==> src/rtl/freq_det_pkg.sv <==
// -----------------------------------------------------------------------------
// freq_det_pkg
// Shared types, widths and helpers for the frequency-code detector.
//   state_t    : measurement FSM states (IDLE, MEASURE, EVAL)
//   CODE_W     : width of the decoded frequency code
//   CNT_W      : width of the raw edge counter
//   ARITH_W    : width used for all classification arithmetic, wide enough
//                that nominal +/- tolerance never overflows
//   nominal()  : nominal edge count for a code, base_edges << k
//   in_window(): true when a count lies inside nom +/- nom/4 (inclusive)
// -----------------------------------------------------------------------------
package freq_det_pkg;

    localparam int CODE_W    = 3;
    localparam int CNT_W     = 16;
    localparam int ARITH_W   = 20;
    localparam int NUM_CODES = 1 << CODE_W;

    typedef enum logic [1:0] {
        ST_IDLE    = 2'd0,
        ST_MEASURE = 2'd1,
        ST_EVAL    = 2'd2
    } state_t;

    function automatic logic [ARITH_W-1:0] nominal(
        input logic [ARITH_W-1:0] base_edges,
        input logic [CODE_W-1:0]  k
    );
        return base_edges << k;
    endfunction

    function automatic logic in_window(
        input logic [ARITH_W-1:0] n,
        input logic [ARITH_W-1:0] nom
    );
        return (n >= (nom - (nom >> 2))) && (n <= (nom + (nom >> 2)));
    endfunction

endpackage

==> src/rtl/freq_code_detector_sig_sync_edge.sv <==
// -----------------------------------------------------------------------------
// sig_sync_edge
// Brings the asynchronous square wave into the clk domain through a two-flop
// synchronizer and emits a one-cycle pulse per rising edge. The pulse is
// registered, so it is visible 3 clk cycles after the sig_in transition.
// Ports:
//   clk        : clock
//   rst_n      : asynchronous active-low reset
//   sig_in     : asynchronous square wave
//   edge_pulse : one-cycle pulse per synchronized rising edge
// -----------------------------------------------------------------------------
module sig_sync_edge (
    input  logic clk,
    input  logic rst_n,
    input  logic sig_in,
    output logic edge_pulse
);

    logic sync_meta;
    logic sync_q;
    logic sync_prev;

    // NOTE: sequential state uses non-blocking assignments so every flop
    // samples the pre-edge value of its neighbour; blocking here would collapse
    // the synchronizer chain into a single stage.
    always_ff @(posedge clk or negedge rst_n) begin
        if (!rst_n) begin
            sync_meta  <= 1'b0;
            sync_q     <= 1'b0;
            sync_prev  <= 1'b0;
            edge_pulse <= 1'b0;
        end else begin
            sync_meta  <= sig_in;
            sync_q     <= sync_meta;
            sync_prev  <= sync_q;
            edge_pulse <= sync_q & ~sync_prev;
        end
    end

endmodule

==> src/rtl/freq_code_detector.sv <==
// -----------------------------------------------------------------------------
// freq_code_detector
// Counts rising edges of sig_in over a gate window of GATE_CYCLES clk cycles
// and classifies the count into a 3-bit code k whose nominal count is
// BASE_EDGES<<k (+/-25 %). Results are presented through a valid/ready
// handshake; an unaccepted result that is overwritten sets a sticky overrun.
//
// Parameters:
//   GATE_CYCLES : window length in clk cycles (64 .. 2^20)
//   BASE_EDGES  : nominal edge count for code 0
// Ports:
//   clk, rst_n  : clock, asynchronous active-low reset
//   en          : measurement enable (clk domain)
//   sig_in      : measured square wave (asynchronous)
//   code_out    : decoded code of the last result (0 when no_match)
//   code_valid  : result held and not yet accepted
//   code_ready  : consumer accepts the result
//   no_match    : last result matched no code window
//   overrun     : sticky, a result was overwritten before acceptance
//   edge_count  : raw edge count of the last window
//   locked      : frequency-lock indication
// Build option:
//   FREQ_DET_LOCK_FILTER_EN : when defined, locked requires two consecutive
//   matching results with the same code; otherwise locked = ~no_match of the
//   last result.
// -----------------------------------------------------------------------------
module freq_code_detector
    import freq_det_pkg::*;
#(
    parameter int GATE_CYCLES = 65536,
    parameter int BASE_EDGES  = 4
) (
    input  logic              clk,
    input  logic              rst_n,
    input  logic              en,
    input  logic              sig_in,
    output logic [CODE_W-1:0] code_out,
    output logic              code_valid,
    input  logic              code_ready,
    output logic              no_match,
    output logic              overrun,
    output logic [CNT_W-1:0]  edge_count,
    output logic              locked
);

    localparam logic [ARITH_W-1:0] GATE_LAST = ARITH_W'(GATE_CYCLES - 1);
    localparam logic [ARITH_W-1:0] BASE_W    = ARITH_W'(BASE_EDGES);

    state_t               state_q;
    state_t               state_d;
    logic [ARITH_W-1:0]   gate_cnt;
    logic [CNT_W-1:0]     edge_cnt;
    logic                 edge_pulse;
    logic                 match_found;
    logic [CODE_W-1:0]    match_code;
    logic                 result_load;

    sig_sync_edge u_sync (
        .clk        (clk),
        .rst_n      (rst_n),
        .sig_in     (sig_in),
        .edge_pulse (edge_pulse)
    );

    // ---------------------------------------------------------------- FSM
    always_ff @(posedge clk or negedge rst_n) begin
        if (!rst_n) begin
            state_q <= ST_IDLE;
        end else begin
            state_q <= state_d;
        end
    end

    // NOTE: every signal driven here gets a default before the case, so no
    // path leaves it unassigned and no latch is inferred.
    always_comb begin
        state_d = state_q;
        case (state_q)
            ST_IDLE: begin
                if (en) state_d = ST_MEASURE;
            end
            ST_MEASURE: begin
                // Dropping en abandons the window without a result.
                if (!en)                         state_d = ST_IDLE;
                else if (gate_cnt == GATE_LAST)  state_d = ST_EVAL;
            end
            ST_EVAL: begin
                state_d = en ? ST_MEASURE : ST_IDLE;
            end
            default: state_d = ST_IDLE;
        endcase
    end

    // ----------------------------------------------------------- counters
    always_ff @(posedge clk or negedge rst_n) begin
        if (!rst_n) begin
            gate_cnt <= '0;
            edge_cnt <= '0;
        end else begin
            case (state_q)
                ST_MEASURE: begin
                    if (!en) begin
                        gate_cnt <= '0;
                        edge_cnt <= '0;
                    end else begin
                        gate_cnt <= (gate_cnt == GATE_LAST) ? '0 : gate_cnt + ARITH_W'(1);
                        if (edge_pulse && (edge_cnt != {CNT_W{1'b1}}))
                            edge_cnt <= edge_cnt + CNT_W'(1);
                    end
                end
                ST_EVAL: begin
                    // An edge landing in EVAL belongs to the next window, but
                    // only if a next window actually follows.
                    gate_cnt <= '0;
                    edge_cnt <= CNT_W'(edge_pulse && en);
                end
                default: begin
                    gate_cnt <= '0;
                    edge_cnt <= '0;
                end
            endcase
        end
    end

    // ------------------------------------------------------ classification
    // Scan from the highest code down so the lowest matching code wins.
    always_comb begin
        match_found = 1'b0;
        match_code  = '0;
        for (int k = NUM_CODES - 1; k >= 0; k--) begin
            if (in_window(ARITH_W'(edge_cnt), nominal(BASE_W, CODE_W'(k)))) begin
                match_found = 1'b1;
                match_code  = CODE_W'(k);
            end
        end
    end

    assign result_load = (state_q == ST_EVAL);

    // ---------------------------------------------------- result handshake
    always_ff @(posedge clk or negedge rst_n) begin
        if (!rst_n) begin
            code_out   <= '0;
            no_match   <= 1'b0;
            edge_count <= '0;
            code_valid <= 1'b0;
            overrun    <= 1'b0;
        end else if (result_load) begin
            code_out   <= match_found ? match_code : '0;
            no_match   <= ~match_found;
            edge_count <= edge_cnt;
            code_valid <= 1'b1;
            // A result accepted in the same cycle is not lost.
            if (code_valid && !code_ready)
                overrun <= 1'b1;
        end else if (code_valid && code_ready) begin
            code_valid <= 1'b0;
        end
    end

    // ------------------------------------------------------------- locking
`ifdef FREQ_DET_LOCK_FILTER_EN
    logic              prev_match;
    logic [CODE_W-1:0] prev_code;

    always_ff @(posedge clk or negedge rst_n) begin
        if (!rst_n) begin
            locked     <= 1'b0;
            prev_match <= 1'b0;
            prev_code  <= '0;
        end else if (result_load) begin
            locked     <= match_found && prev_match && (match_code == prev_code);
            prev_match <= match_found;
            prev_code  <= match_code;
        end
    end
`else
    always_ff @(posedge clk or negedge rst_n) begin
        if (!rst_n) begin
            locked <= 1'b0;
        end else if (result_load) begin
            locked <= match_found;
        end
    end
`endif

endmodule

==> config.mk <==
export PLATFORM = sky130hd
export DESIGN_NAME = freq_code_detector
export DESIGN_NICKNAME = d
export VERILOG_FILES = /design/src/rtl/freq_det_pkg.sv /design/src/rtl/freq_code_detector_sig_sync_edge.sv /design/src/rtl/freq_code_detector.sv
export SDC_FILE = /design/constraint.sdc
export NUM_CORES = 1
export LEC_CHECK = 0
export BUFFER_PORTS_ARGS = -buffer_cell sky130_fd_sc_hd__buf_2
export CORE_ASPECT_RATIO = 1.5
export CORE_MARGIN = 2
export CORE_UTILIZATION = 50
export DETAILED_ROUTE_END_ITERATION = 7
export PLACE_DENSITY_LB_ADDON = 0.15
export SETUP_SLACK_MARGIN = 0.1
export SLEW_MARGIN = 20
export SYNTH_ARGS = -nofsm -noshare
export SYNTH_HDL_FRONTEND = slang
export SYNTH_SLANG_ARGS = --single-unit
export TNS_END_PERCENT = 5
==> constraint.sdc <==
create_clock -name clk -period 2.1 [get_ports clk]
set_input_delay 0.21 -clock clk [delete_from_list [all_inputs] [get_ports clk]]
set_output_delay 0.21 -clock clk [all_outputs]
set_load 0.05 [all_outputs]
== After elaboration in Yosys (flattened, before gate mapping) ==
Cells that the tools add are included.
W data, S select, Z words.
Operators by class
  $add $sub $neg: 2
  multipliers: 0
  div/mod/pow operators: 0
  $lt $le $gt $ge: 16
  equality and inequality tests: 7
  shift operators: 0
  muxes and demuxes: 30
  bitwise gates (word level): 3
  reduce and logical (&&, ||, !) cells: 17
Operators by type and width (count)
  $mux W20: 3
  $mux W16: 2
  $pmux W16 S2: 1
  $mux W3: 9
  $add A20 B1 Y20 const B: 1
  $eq A20 B16 Y1 const B: 1
  $add A16 B1 Y16 const B: 1
  $ge A16 B2 Y1 const B: 1
  $ge A16 B3 Y1 const B: 1
  $ge A16 B4 Y1 const B: 1
  $ge A16 B5 Y1 const B: 1
  $ge A16 B6 Y1 const B: 1
  $ge A16 B7 Y1 const B: 1
  $ge A16 B8 Y1 const B: 1
  $ge A16 B9 Y1 const B: 1
  $le A16 B10 Y1 const B: 1
  $le A16 B3 Y1 const B: 1
  $le A16 B4 Y1 const B: 1
  $le A16 B5 Y1 const B: 1
  $le A16 B6 Y1 const B: 1
  $le A16 B7 Y1 const B: 1
  $le A16 B8 Y1 const B: 1
  $le A16 B9 Y1 const B: 1
  $ne A16 B16 Y1 const B: 1
  other kinds (14): 40
Storage, ports and cells
  register bits after elaboration: 65
  latch bits: 0
  bits in writable memories: 0
  bits in read-only memories: 0
  bits of input ports: 5
  output and inout port bits: 23
  word-level logic and storage cells: 88
  memories: 0

== Longest topological paths before layout ==
  word-level depth: 11
  gate-level depth with buffers: 8
  depth with buffers taken out: 7

== By module ==
Synthesis repeated with hierarchy kept, for this count alone.
Unflattened totals
  cells, all modules: 354
  area, all modules: 3479.6 µm²
Modules (own cells, without submodules)
  freq_code_detector: times used 1, cells each 349, area each 3365.7 µm², sequential area each 1526.5 µm²
  sig_sync_edge: times used 1, cells each 5, area each 113.9 µm², sequential area each 100.1 µm²

== Worst setup path after synthesis ==
Ideal clock, no wire load.
  path type: register to register
  from: register edge_cnt[0]
  to: register edge_cnt[4]
  library setup time: 136 ps
  arrival time: 1854 ps
  data required time: 1964 ps
  slack: 110 ps
  stages on the path, launching flop included: 7
  period minus slack after synthesis: 1990 ps
  path through: dfrtp_1 -> ha_1 -> nand4_1 -> or4_4 -> o21a_1 -> nand3_1 -> o32ai_1
On the way
  word-level cells in the longest chain between the ends: 4
  elaborated cells on any way between the ends: 7
Ends and longest elaborated chain
  start: declaration: line freq_code_detector.sv:52  | logic [CNT_W-1:0] edge_cnt;
  start signal: assignment: line freq_code_detector.sv:108  | edge_cnt <= edge_cnt + CNT_W'(1);
  start signal: assignment: line freq_code_detector.sv:115  | edge_cnt <= CNT_W'(edge_pulse && en);
  $add A16 B1 Y16: line freq_code_detector.sv:108
  $mux W16: line freq_code_detector.sv:107  | if (edge_pulse && (edge_cnt != {CNT_W{1'b1}}))
  $mux W16: line freq_code_detector.sv:102  | if (!en) begin
  $pmux W16 S2: line freq_code_detector.sv:100  | case (state_q)
Several ways; a longest one is shown, not always the timed one. The select of a mux whose other input is x is not followed.
A chain may end at the register's enable or synchronous reset.

== Worst setup path in the final report ==
  from: register edge_cnt[3]
  to: register no_match
On the way
  word-level cells in the longest chain between the ends: 11
  elaborated cells on any way between the ends: 33
Ends and longest elaborated chain
  $ge A16 B9 Y1 / $le A16 B10 Y1 (equally long branches): line freq_det_pkg.sv:36  | return (n >= (nom - (nom >> 2))) && (n <= (nom + (nom >> 2)));
  $logic_and A1 B1 Y1: line freq_det_pkg.sv:36
  $mux W1 (7 in series): line freq_code_detector.sv:131  | if (in_window(ARITH_W'(edge_cnt), nominal(BASE_W, CODE_W'(k)))) begin
  $mux W1 *: line freq_code_detector.sv:131
  $not A1 Y1 *: line freq_code_detector.sv:150  | no_match <= ~match_found;
  end signal: assignment: line freq_code_detector.sv:150
  end: declaration: line freq_code_detector.sv:40  | output logic no_match,
Every way passes the cells marked *; elsewhere a longest branch is shown, timed or not.

==> summary by stage <==
Power
The internal portion of the total power is between 2 and 2.5 mW. In this run, the clock network consumes roughly 40% of the power. The total net switching power is 0.773 mW. The maximum resistive drop on vdd is ~460 µV. The cell leakage power is 1.91 nW.

The combinational share of power is ~15%. The design draws between 2 and 3 mW. The power density normalized to cell area is between 700 and 800 mW/mm².

The part of the total power dissipated in sequential elements is roughly 45%. The switching part of the total is between 20% and 30%.

Status
The run finished with clean final reports.

Place
Detailed placement ended at an HPWL of slightly below 6000 µm. The global placer's final weighted congestion is just under 0.9. Input and output buffers added on the ports amount to 27.

Floorplanning
The placeable core area is 0.00681 mm². The starting density of the core is about 51%. The floorplan die width is ~72 µm. The die is 106 µm tall. The I/O pin count is 28. The die covers between 0.007 and 0.008 mm².

The number of core rows is 37.

STA
The total of endpoints with negative setup slack in the final report is 0. At the pin with the least slew margin, the transition time is 0.639 ns. Summed over all failing endpoints, the final setup total negative slack is 0 ns. Setup repair after global routing could not meet its margin everywhere.

The final max-slew violation count is 0. In the finished design, the share of the clock period the worst path needs comes to a little over 90%. The headroom to the max-slew limit is a little under three fifths. The post-route clock skew is around 0.012 ns. The count of final hold-check violations is 0. Based on the critical path, the design can be clocked at up to between 500 and 600 MHz. The final period demand of the worst path is 1.95 ns.

Yosys
The average cell area after synthesis is 9.80 µm². The total number of yosys warnings is 0. Of all flip-flops after synthesis, the portion carrying an async set or reset was 100%. Synthesis produced a netlist whose cell count is about 350. The synthesized netlist devotes about 20% of its cell area to simple gates. The cell area that synthesis handed to floorplanning was approximately 0.0035 mm². The synthesized netlist devotes 2.89% of its cell area to adder and majority cells.

The mux share of post-synthesis cell area is approximately 5.5%. The area share of xor/xnor cells in the synthesized design is between 4 and 5%. The share of the synthesized area in the top cell type is 46.9%. Sequential cells were found to cover between 40% and 50% of the synthesized design area.

The main combinational cell family by area after synthesis is simple AND/OR/NAND/NOR gates. The dominant cell type by area after synthesis is dfrtp_1. Counting distinct cell types in the post-synthesis netlist gives 59. The leading register cell type out of synthesis is dfrtp_1. The synthesized netlist devotes about 16% of its cell area to compound gates. The number of nets in the synthesized netlist is roughly 370. In the post-synthesis netlist, the biggest area contributors are dfrtp_1, mux2_2, nor2_1. The synthesized design contains 65 register bits. The number of synthesized flops with an enable pin is 0.

Detailed routing
Once detail routing completed, the nets flagged for antenna violations numbered 0. The total number of vias is roughly 2.8k. The iteration count of the initial detailed-routing pass is 4. The violation count after the first detailed-route iteration is approximately 150. In the routed layout, each cell is associated on average with a via count of between 5 and 6. The average wire per cell in the routed design is about 17 µm. The residual DRC count is 0.

The final wirelength is slightly above 8000 µm.

Clock network
TritonCTS built the clock tree. The clock latency on the worst-skew pair is approximately 0.36 ns. Clock-pin slew was measured on the worst setup and hold paths at around 0.070 ns. The cell sitting at the root of the clock tree is a clkbuf_8.

Counting every sink on the clock net gives 65. The number of H-tree levels is 3. The clock tree buffer depth is 2. In this run, CTS created clock tree buffers numbering 9.

Setup path
Along the worst path, the maximum fanout reaches 10. The signal on the critical path passes through buf_4 -> or3_1 -> nor4_2 -> o211a_1 -> a311oi_2 -> a22o_1. The required time at the endpoint of the critical path is 2.35 ns. The largest delay contributor family on the critical path is simple AND/OR/NAND/NOR gates. Together, buffers and inverters on the worst path number 1.

The slowest cell on the critical path is dfrtp_1. On the worst path, the slowest cell contributes a delay of 0.42 ns. The kind of start point of the critical path is a register.

The critical path endpoint category is a register. The worst setup path is of the register to register kind. The data arrival time of the critical path is 2.20 ns.

GRT
The initial antenna violation count came to 0. The number of global-route vias before repair was roughly 2.9k. The largest net degree at the start of global routing is 42. The remaining global-route overflow is 0.

The combined global-route utilization of all metal layers is around a quarter. The first global-routing pass estimated roughly 14000 µm of wire.

Finish
The number of antenna diodes in the final layout is 0. The count of fill cells added during filler insertion is around 600. The proportion of layout cells with a drive suffix above 1 is between 20% and 30%.

The post-synthesis to final-layout area growth is 19.7%. The final net count is between 400 and 500.

Worst hold path
The path class of the tightest hold or removal check is input port to register.

Job
The total of max-cap violations is 0.
## power groups by stage
| stage | Clock (mW) | Combinational, mW | Sequential, mW |
|---|---|---|---|
| 2_1_floorplan | 0 | 0.265 | 1.33 |
| 3_3_place_gp | 0 | 0.432 | 1.33 |
| 3_5_place_dp | 0 | 0.435 | 1.33 |
| 4_1_cts | 1.20 | 0.442 | 1.31 |
| 5_1_grt | 1.25 | 0.498 | 1.31 |
| 6_report | 1.18 | 0.448 | 1.31 |
## placed cells by master (no fill, tap or decap), types with 5 or more instances in the layout
cell type,n
a21oi_1,17
and3_1,7
buf_2,27
buf_4,31
clkbuf_8,11
dfrtp_1,65
ha_1,8
inv_1,14
mux2_2,17
nand2_1,25
nand3_1,18
nand4_1,7
nor2_1,37
or3_1,5
xor2_1,14
## registers in the layout, indices dropped and copies added (netlist names)
register	cells
state_q	2
overrun	1
gate_cnt	20
u_sync.sync_q	1
code_out	3
locked	1
u_sync.sync_prev	1
code_valid	1
edge_cnt	16
u_sync.edge_pulse	1
edge_count	16
u_sync.sync_meta	1
no_match	1
## metrics by stage
stage                     setup slack (ns)  instance area (µm²)  util (%)  cells  hold WS [ns]
after floorplan                      0.110                 3470         -    354       -0.0856
after global placement               0.101                 3870      56.9    468         0.257
after detailed placement            0.0928                 3870      56.9    468         0.265
after CTS                            0.105                 4120      60.5    484         0.140
after global routing                0.0440                 4150      61.0    486         0.162
final                                0.147                 4150      61.0    486         0.155
## routing by layer
layer / GRT usage [%] / part of all wire, %
met2: 39.6 / 52
met5: 0 / 0
met1: 26.9 / 40
met4: 16.3 / 4.1
met3: 4.83 / 3.7
## worst paths after layout
| check | to | from | slack (ns) | cells past startpoint |
|---|---|---|---|---|
| max | no_match$_DFFE_PN0P_ | edge_cnt[3]$_DFFE_PN0P_ | 0.15 | 6 |
| min | code_valid$_DFFE_PN0P_ | code_ready | 0.16 | 3 |
| max reg2reg | no_match$_DFFE_PN0P_ | edge_cnt[3]$_DFFE_PN0P_ | 0.15 | 6 |
| min reg2reg | u_sync.sync_q$_DFF_PN0_ | u_sync.sync_meta$_DFF_PN0_ | 0.35 | 0 |
| max in group asynchronous | gate_cnt[19]$_DFF_PN0_ | rst_n | 1.06 | 3 |
| min in group asynchronous | edge_count[1]$_DFFE_PN0P_ | rst_n | 0.41 | 2 |
## worst reg2reg max path: stages (launching register included)
cell      delay [ns]
dfrtp_1         0.42
buf_4           0.18
or3_1           0.42
nor4_2          0.30
o211a_1         0.25
a311oi_2        0.07
a22o_1          0.20
## cells in the mapped netlist (7+ instances only)
cell and count:
nand2_1 25, clkbuf_1 15, dfrtp_1 65, nor2_1 37, a21oi_1 17, nand4_1 7, ha_1 8, nand3_1 19
and3_1 7, mux2_2 17, xor2_1 14, inv_1 14
## cell type report
| type | instances | area (µm²) | share of cell area (%) |
|---|---|---|---|
| tap | 78 | 97.6 | 2.35 |
| sequential | 65 | 1630 | 39.2 |
| multi-input combinational | 252 | 1710 | 41.2 |
| clock buffer | 11 | 151 | 3.65 |
| inverter | 14 | 52.6 | 1.27 |
| timing repair buffer | 63 | 448 | 10.8 |
| clock inverter | 3 | 65.1 | 1.57 |
## kinds of logic after synthesis
group,Yosys count
AOI/OAI and AO/OA,75
adders and majority gates,8
and+or+nand+nor,134
xor gates and xnor gates,18
buffers and inverters,37
muxes,17
DFF,65
## timing repair
item                       4_1_cts  5_1_grt
pin swaps                        0        2
setup buffers                    0        2
hold endpoints to repair        25        0
setup endpoints to repair        5       17
hold buffers                     2        0
gates resized for setup          1        4
Power figures use the tool's default switching activity.
